===== src/rtl/cpu16_pkg.sv =====
// Shared definitions for the 16-bit CPU register bank: sizes, the zero-register
// index and the write-back slot record.
package cpu16_pkg;

    localparam int DATA_W = 16;
    localparam int NREG   = 8;
    localparam int SEL_W  = 3;

    localparam logic [SEL_W-1:0] REG_ZERO = 3'd0;

    typedef struct packed {
        logic              valid;
        logic [SEL_W-1:0]  sel;
        logic [DATA_W-1:0] data;
    } wb_req_t;

endpackage


===== src/rtl/regfile_wr_demux_dec.sv =====
// 3->8 one-hot decoder with enable; all outputs low when en=0.
module dec3_8
    import cpu16_pkg::*;
(
    input  logic             en,
    input  logic [SEL_W-1:0] sel,
    output logic [NREG-1:0]  onehot
);

    always_comb begin
        onehot = '0;
        if (en) begin
            onehot[sel] = 1'b1;
        end
    end

endmodule


===== src/rtl/regfile_wr_demux.sv =====
// Write side of the 8 x 16-bit register bank: one-entry write-back slot,
// one-hot commit decode, and bypass of the pending write onto Q0..Q7.
module regfile_wr_demux #(
    parameter int DATA_W  = cpu16_pkg::DATA_W,
    parameter int NREG    = cpu16_pkg::NREG,
    parameter int SEL_W   = cpu16_pkg::SEL_W,
    parameter bit R0_ZERO = 1'b1
) (
    input  logic              clk,
    input  logic              rst_n,
    input  logic              we,
    input  logic [SEL_W-1:0]  wsel,
    input  logic [DATA_W-1:0] wd,
    input  logic              stall,
    output logic [DATA_W-1:0] Q0,
    output logic [DATA_W-1:0] Q1,
    output logic [DATA_W-1:0] Q2,
    output logic [DATA_W-1:0] Q3,
    output logic [DATA_W-1:0] Q4,
    output logic [DATA_W-1:0] Q5,
    output logic [DATA_W-1:0] Q6,
    output logic [DATA_W-1:0] Q7,
    output logic              wb_busy,
    output logic              wr_drop,
    output logic [7:0]        wr_cnt
);
    import cpu16_pkg::*;

    wb_req_t           slot_p0;
    logic [DATA_W-1:0] regs [NREG];
    logic [DATA_W-1:0] qv   [NREG];
    logic [NREG-1:0]   wen;
    logic [NREG-1:0]   hit;
    logic              r0_hit;
    logic              accept;
    logic              refuse;
    logic              commit;

    // A refused request is either one arriving under stall or one aimed at R0.
    assign r0_hit = R0_ZERO && (wsel == REG_ZERO);
    assign accept = we && !stall && !r0_hit;
    assign refuse = we && (stall || r0_hit);
    assign commit = slot_p0.valid && !stall;

    dec3_8 u_wen_dec (
        .en     (commit),
        .sel    (slot_p0.sel),
        .onehot (wen)
    );

    dec3_8 u_hit_dec (
        .en     (slot_p0.valid),
        .sel    (slot_p0.sel),
        .onehot (hit)
    );

    // ---- slot stage p0: a new request overwrites the slot while the old one commits
    always_ff @(posedge clk) begin
        if (!rst_n) begin
            slot_p0 <= '0;
            wr_drop <= 1'b0;
            wr_cnt  <= '0;
        end else begin
            if (accept) begin
                slot_p0 <= '{valid: 1'b1, sel: wsel, data: wd};
            end else if (commit) begin
                slot_p0.valid <= 1'b0;
            end
            wr_drop <= refuse;
            if (commit) begin
                wr_cnt <= wr_cnt + 8'd1;
            end
        end
    end

    // ---- commit stage: register array written from the slot
    for (genvar k = 0; k < NREG; k++) begin : g_reg
        always_ff @(posedge clk) begin
            if (!rst_n) begin
                regs[k] <= '0;
            end else if (wen[k]) begin
                regs[k] <= slot_p0.data;
            end
        end
    end

    always_comb begin
        for (int k = 0; k < NREG; k++) begin
            qv[k] = hit[k] ? slot_p0.data : regs[k];
        end
        if (R0_ZERO) begin
            qv[0] = '0;
        end
    end

    assign Q0      = qv[0];
    assign Q1      = qv[1];
    assign Q2      = qv[2];
    assign Q3      = qv[3];
    assign Q4      = qv[4];
    assign Q5      = qv[5];
    assign Q6      = qv[6];
    assign Q7      = qv[7];
    assign wb_busy = slot_p0.valid;

endmodule


===== config.mk =====
export PLATFORM = sky130hd
export DESIGN_NAME = regfile_wr_demux
export DESIGN_NICKNAME = d
export VERILOG_FILES = /design/src/rtl/cpu16_pkg.sv /design/src/rtl/regfile_wr_demux_dec.sv /design/src/rtl/regfile_wr_demux.sv
export SDC_FILE = /design/constraint.sdc
export NUM_CORES = 1
export LEC_CHECK = 0
export CORE_MARGIN = 2
export CORE_UTILIZATION = 55
export DETAILED_ROUTE_END_ITERATION = 10
export PLACE_DENSITY = 0.86
export RECOVER_POWER = 25
export SLEW_MARGIN = 20
export SYNTH_ARGS = -nofsm -noshare
export SYNTH_HDL_FRONTEND = slang
export SYNTH_SLANG_ARGS = --single-unit

===== constraint.sdc =====
create_clock -name clk -period 7.1 [get_ports clk]
set_input_delay 0.71 -clock clk [delete_from_list [all_inputs] [get_ports clk]]
set_output_delay 0.71 -clock clk [all_outputs]
set_load 0.02 [all_outputs]

After elaboration in Yosys (flattened, before gate mapping)
Memory sizes are Yosys's and may differ from the RTL's.
Cells that the tools add are included.
{"block": "word_totals", "word_cells": 73, "in_bits": 23, "ramBits": 128, "ff_bits": 29, "n_memories": 1, "output_inout_bits": 138}
{"block": "op_classes", "bitwise": 8, "muxes": 46, "add_sub_neg": 1, "n_lt_le_gt_ge": 2, "reduce_logical": 10}
{"memory": "regs", "depth": 8, "word_bits": 16, "rd": 7, "rd_clocked_by_memory_dff": 0, "wr": 8, "line": "regfile_wr_demux.sv:30", "text": "logic [DATA_W-1:0] regs [NREG];"}
{"cell": "2-to-1 mux 16 bit", "count": 15}
{"cell": "2-to-1 mux 1 bit", "count": 28}
{"cell": "2-to-1 mux 8 bit", "count": 2}
{"cell": "adder 8 x 1 -> 8 bit, second input constant", "count": 1}
{"cell": "bitwise OR 1 bit", "count": 8}
{"cell": "logical AND 1 bit", "count": 5}
{"cell": "less-than comparator 3 x 4 -> 1 bit, second input constant", "count": 1}
{"cell": "demux 1 bit (select 3 bit)", "count": 1}
{"cell": ">= comparator 3 x 1 -> 1 bit, second input constant", "count": 1}
{"cell": "zero test 3 bit", "count": 1}
{"cell": "zero test 1 bit", "count": 2}
{"cell": "nonzero test 2 bit", "count": 1}
{"cell": "logical OR 1 bit", "count": 1}

Depth between registers and ports, before layout
{"block": "logic_depth", "ltp_word": 9, "mapped_depth": 6, "ltp_nobuf": 4}

By module
From an unflattened synthesis, not the netlist that was laid out.
{"block": "unflattened", "hier_cells": 555, "area_unflattened_um2": 7080.5}
{"mod": "regfile_wr_demux", "cells_per_inst": 539, "area_each_um2": 6890.4, "n_inst": 1, "seq_area_each_um2": 3943.8}
{"mod": "dec3_8", "cells_per_inst": 8, "area_each_um2": 95.1, "n_inst": 2, "seq_area_each_um2": 0.0}

Least setup slack after synthesis
OpenSTA, ideal clock, no wires.
{"block": "synth_timing", "path_kind": "input port to flip-flop", "start": "input stall", "end": "memory regs[4][0], in the netlist regs[1][0] (enable)", "path_stages": 2, "arrival_ns": 2.672, "setup_time_ns": 0.436, "required_ns": 6.664, "path_buffers": 1, "setup_slack_ns": 3.993, "cell_sequence": "clkbuf_1 -> o41ai_1"}
{"item": "from (decl)", "line": "regfile_wr_demux.sv:14", "text": "input logic stall,"}
{"item": "to (decl)", "line": "regfile_wr_demux.sv:30"}

Final worst setup path
{"block": "layout_timing", "start": "register slot_p0[17] in the netlist's numbering", "end": "output Q5[2]"}
{"block": "layout_via", "elab_chain_len": 6, "word_cells_on_any_way": 7, "classes_between": "2 x order compare; 4 x mux; 1 x reduce/logical"}
{"item": "from (decl)", "line": "regfile_wr_demux.sv:29", "text": "wb_req_t slot_p0;"}
{"item": "from (signal assigned)", "line": "regfile_wr_demux.sv:65", "text": "slot_p0 <= '{valid: 1'b1, sel: wsel, data: wd};"}
{"item": "less-than comparator 3 x 4 -> 1 bit (not written as such) / >= comparator 3 x 1 -> 1 bit (equally long branches)", "line": "regfile_wr_demux_dec.sv:13", "text": "onehot[sel] = 1'b1;"}
{"item": "logical AND 1 bit (not written as such)", "line": "regfile_wr_demux_dec.sv:13"}
{"item": "2-to-1 mux 1 bit (not written as such)", "line": "regfile_wr_demux_dec.sv:13"}
{"item": "demux 1 bit (select 3 bit) (*)"}
{"item": "2-to-1 mux 8 bit (*)", "line": "regfile_wr_demux_dec.sv:12", "text": "if (en) begin"}
{"item": "2-to-1 mux 16 bit (*)", "line": "regfile_wr_demux.sv:89", "text": "qv[k] = hit[k] ? slot_p0.data : regs[k];"}
{"item": "to (decl)", "line": "regfile_wr_demux.sv:20", "text": "output logic [DATA_W-1:0] Q5,"}
Every way passes the cells marked *; elsewhere a longest branch is shown, timed or not.

==> summary.md <==
| Metric | Value |
|---|---|
| I/O pin total | `approximately 160` |
| TritonRoute pass-1 iters | `5` |
| P_int | `between 1.5 and 2 mW` |
| Fmax | `approximately 240 MHz` |
| Hold Crit Class | `reg -> reg` |
| Gr ovfl total | `0` |
| Drt initial violations | `359` |
| Gp weighted congestion | `about 0.77` |
| H-tree depth | `4` |
| Layout cell share with drive strength beyond 1 | `~22%` |
| Port bufs | `144` |
| Routed Antenna Nets | `0` |
| CTS clk-pin slew, worst paths | `about 0.060 ns` |
| Leakage | `between 3 and 4 nW` |
| Core box area | `between 0.01 and 0.015 mm²` |
| Setup tns final | `0 ns` |
| Commonest cells in the netlist | `and2_1 (114), edfxtp_1 (112), mux2_2 (93), nand2_1 (40)` |
| RSZ-0062 raised after global routing | `no` |
| Crit path arrival time | `3.39 ns` |
| Fin cells | `859` |
| Combinational share of power | `under 10%` |
| Mapped Cells | `about 550` |
| Total power | `around 2 mW` |
| Measured slew at the worst slew-check pin | `approximately 1.6 ns` |
| Layout Skew | `~0.0063 ns` |
| Cell with the most instances after synthesis | `and2_1` |
| Ys async rst share | `0%` |
| Post-CTS setup buffer count | `0` |
| Max_cap viols | `2` |
| Initial antenna violation count | `0` |
| Net Sw Frac | `between 20% and 30%` |
| Psw | `between 400 and 500 µW` |
| Syn Area/Cell | `about 13 µm²` |
| Worst setup EP type | `output pin` |
| Post-synth EDFFs | `~110` |
| Hold-fix buffers, CTS | `0` |
| Vias in the first global route | `between 4000 and 5000` |
| Worst Path Max Fanout | `17` |
| Vias per cell | `between 5 and 6` |
| Die Span Y | `around 120 µm` |
| DRC viols | `0` |
| Top cell type's share of synthesized area | `roughly 47%` |
| Status | `complete, but fails checks` |
| Max VDD drop | `around 0.00015 V` |
| Post-DP HPWL | `between 10 and 15 mm` |
| Period utilisation layout | `57.8%` |
| Min Tclk post-route | `just over 4 ns` |
| Ys Warns | `0` |
| Final layout net count | `698` |
| Max-slew violations | `39` |
| Worst-case clock buffer depth | `2` |
| Failing checks | `max-capacitance violations, max-slew violations` |
| Final hold vios | `0` |
| CTS Sinks | `approximately 140` |
| Seq/Total Area, Yosys | `a little under three fifths` |
| Chip width | `roughly 120 µm` |
| Std-Cell Rows | `41` |
| Worst setup path class | `reg -> out` |
| WL/cell | `19.1 µm` |
| Slowest CP cell | `or2_0` |
| Sequential Power Share | `47.5%` |
| Critical Path RT | `between 6 and 7 ns` |
| WHS | `roughly 0.52 ns` |
| Clock share of power | `43.8%` |
| Cells after DPL | `827` |
| Distinct cell type count after synthesis | `43` |
| Ys flop type | `edfxtp_1` |
| #FFs+latches synth | `141` |
| Vias | `about 4600` |
| CTS Root Cell | `clkbuf_16` |
| Post-Syn Area | `just over 0.007 mm²` |
| Post-CTS sizing | `0` |
| CTS tree | `done` |
| Starting Density | `between 50% and 60%` |
| Final Setup Violations | `0` |
| Post-Route WL | `around 16 mm` |
| Layout area overhead | `27.4%` |
| Final design utilization | `72.0%` |
| Inserted Diodes | `0` |
| Worst-Skew Late Latency | `roughly 0.42 ns` |
| Top cells by area, synth | `edfxtp_1 (47%), mux2_2 (15%), and2_1 (10%), dfxtp_1 (8.1%), mux2_4 (4.0%)` |
| Critical Path, Cell by Cell | `nand2b_4 > or2_0 > mux2_2 > clkdlybuf4s50_1` |
| Largest stage delay, worst path | `around 1.2 ns` |
| Global-route wire length before repair | `25.7 mm` |
| Power per cell area | `roughly 220 mW/mm²` |
| TritonCTS Buffers | `17` |
| Die area | `0.0139 mm²` |
| Total GRT Usage | `between 20% and 30%` |
| CP startpoint kind | `register` |
| Largest net degree at the start of global routing | `51` |
| Rel. slew slack | `-4.74%` |
| Area leader, netlist | `edfxtp_1` |
per-stage QoR:
step / area (µm²) / setup WS, ns
finish: 9090 / 3.00
global route: 9090 / 2.83
CTS: 9130 / 3.34
detailed placement: 8550 / 3.79
global placement: 8550 / 3.88
floorplan: 7190 / 3.99
layout make-up:
type	instances	area [µm²]
clock buffers	23	458
clock inverters	9	119
fillers	876	3530
inverters	3	11.3
multi-input cells	359	2860
flip-flops and latches	141	3940
well taps	172	215
repair buffers	152	1480
worst paths after layout:
path / from / cells past startpoint / slack [ns] / to
max reg2reg: slot_p0[16] / 4 / 4.09 / regs[0][60]
min reg2reg: wr_cnt[7] / 2 / 0.52 / wr_cnt[7]
max: slot_p0[17] / 4 / 3.00 / Q5[2]
min: wr_cnt[7] / 2 / 0.52 / wr_cnt[7]
cell families after synthesis:
logic type	synth area share (%)
xor+xnor	0.246
compound gates	1.68
simple gates	15.7
fa+ha+maj	0.175
mux	21.5
buf+inv	5.37
flops	55.3
other cells	0.0526
placed cells by master, fill, tap and decap left out, types with 2 or more instances in the layout:
cell type	count
o21ai_1	3
mux2_4	19
bufinv_16	3
or3_1	2
o31ai_1	3
mux2_2	93
dlygate4sd3_1	10
nor2_1	9
clkbuf_16	17
or2_0	2
nand3_1	2
nand2b_4	3
edfxtp_1	112
nand2_1	40
clkdlybuf4s50_1	133
clkbuf_1	9
conb_1	16
a21oi_1	5
or4_1	2
nand4b_1	2
and2_1	114
dfxtp_1	29
nor2_2	2
o21ai_0	3
buf_4	4
inv_1	3
mux2i_1	20
clkinv_2	5
routing by layer:
metal,GRT usage [%],vias up,wire length (µm)
li1,-,2149,-
met1,29.9,2260,6670
met2,40.9,180,8500
met3,5.52,28,949
met4,9.04,0,295
met5,0,-,0
sequential cells by signal, indices dropped and copies added (netlist names):
signal,count
slot_p0,19
wr_cnt,8
regs,112
wr_drop,1
wb_busy,1
worst max-delay path: cells and delay by family (launching register included):
family	cells	cell delay, ns
flip-flops	1	0.57
AND/OR/NAND/NOR	2	1.39
multiplexers	1	0.45
buffers and inverters	1	0.54
power groups by stage:
| stage | clock network [mW] | logic (mW) | registers (mW) |
|---|---|---|---|
| global placement | 0 | 0.173 | 0.961 |
| floorplan | 0 | 0.116 | 0.945 |
| detailed placement | 0 | 0.176 | 0.964 |
| global route | 0.910 | 0.184 | 0.952 |
| finish | 0.873 | 0.175 | 0.947 |
| CTS | 0.878 | 0.178 | 0.947 |
Power figures use the tool's default switching activity.
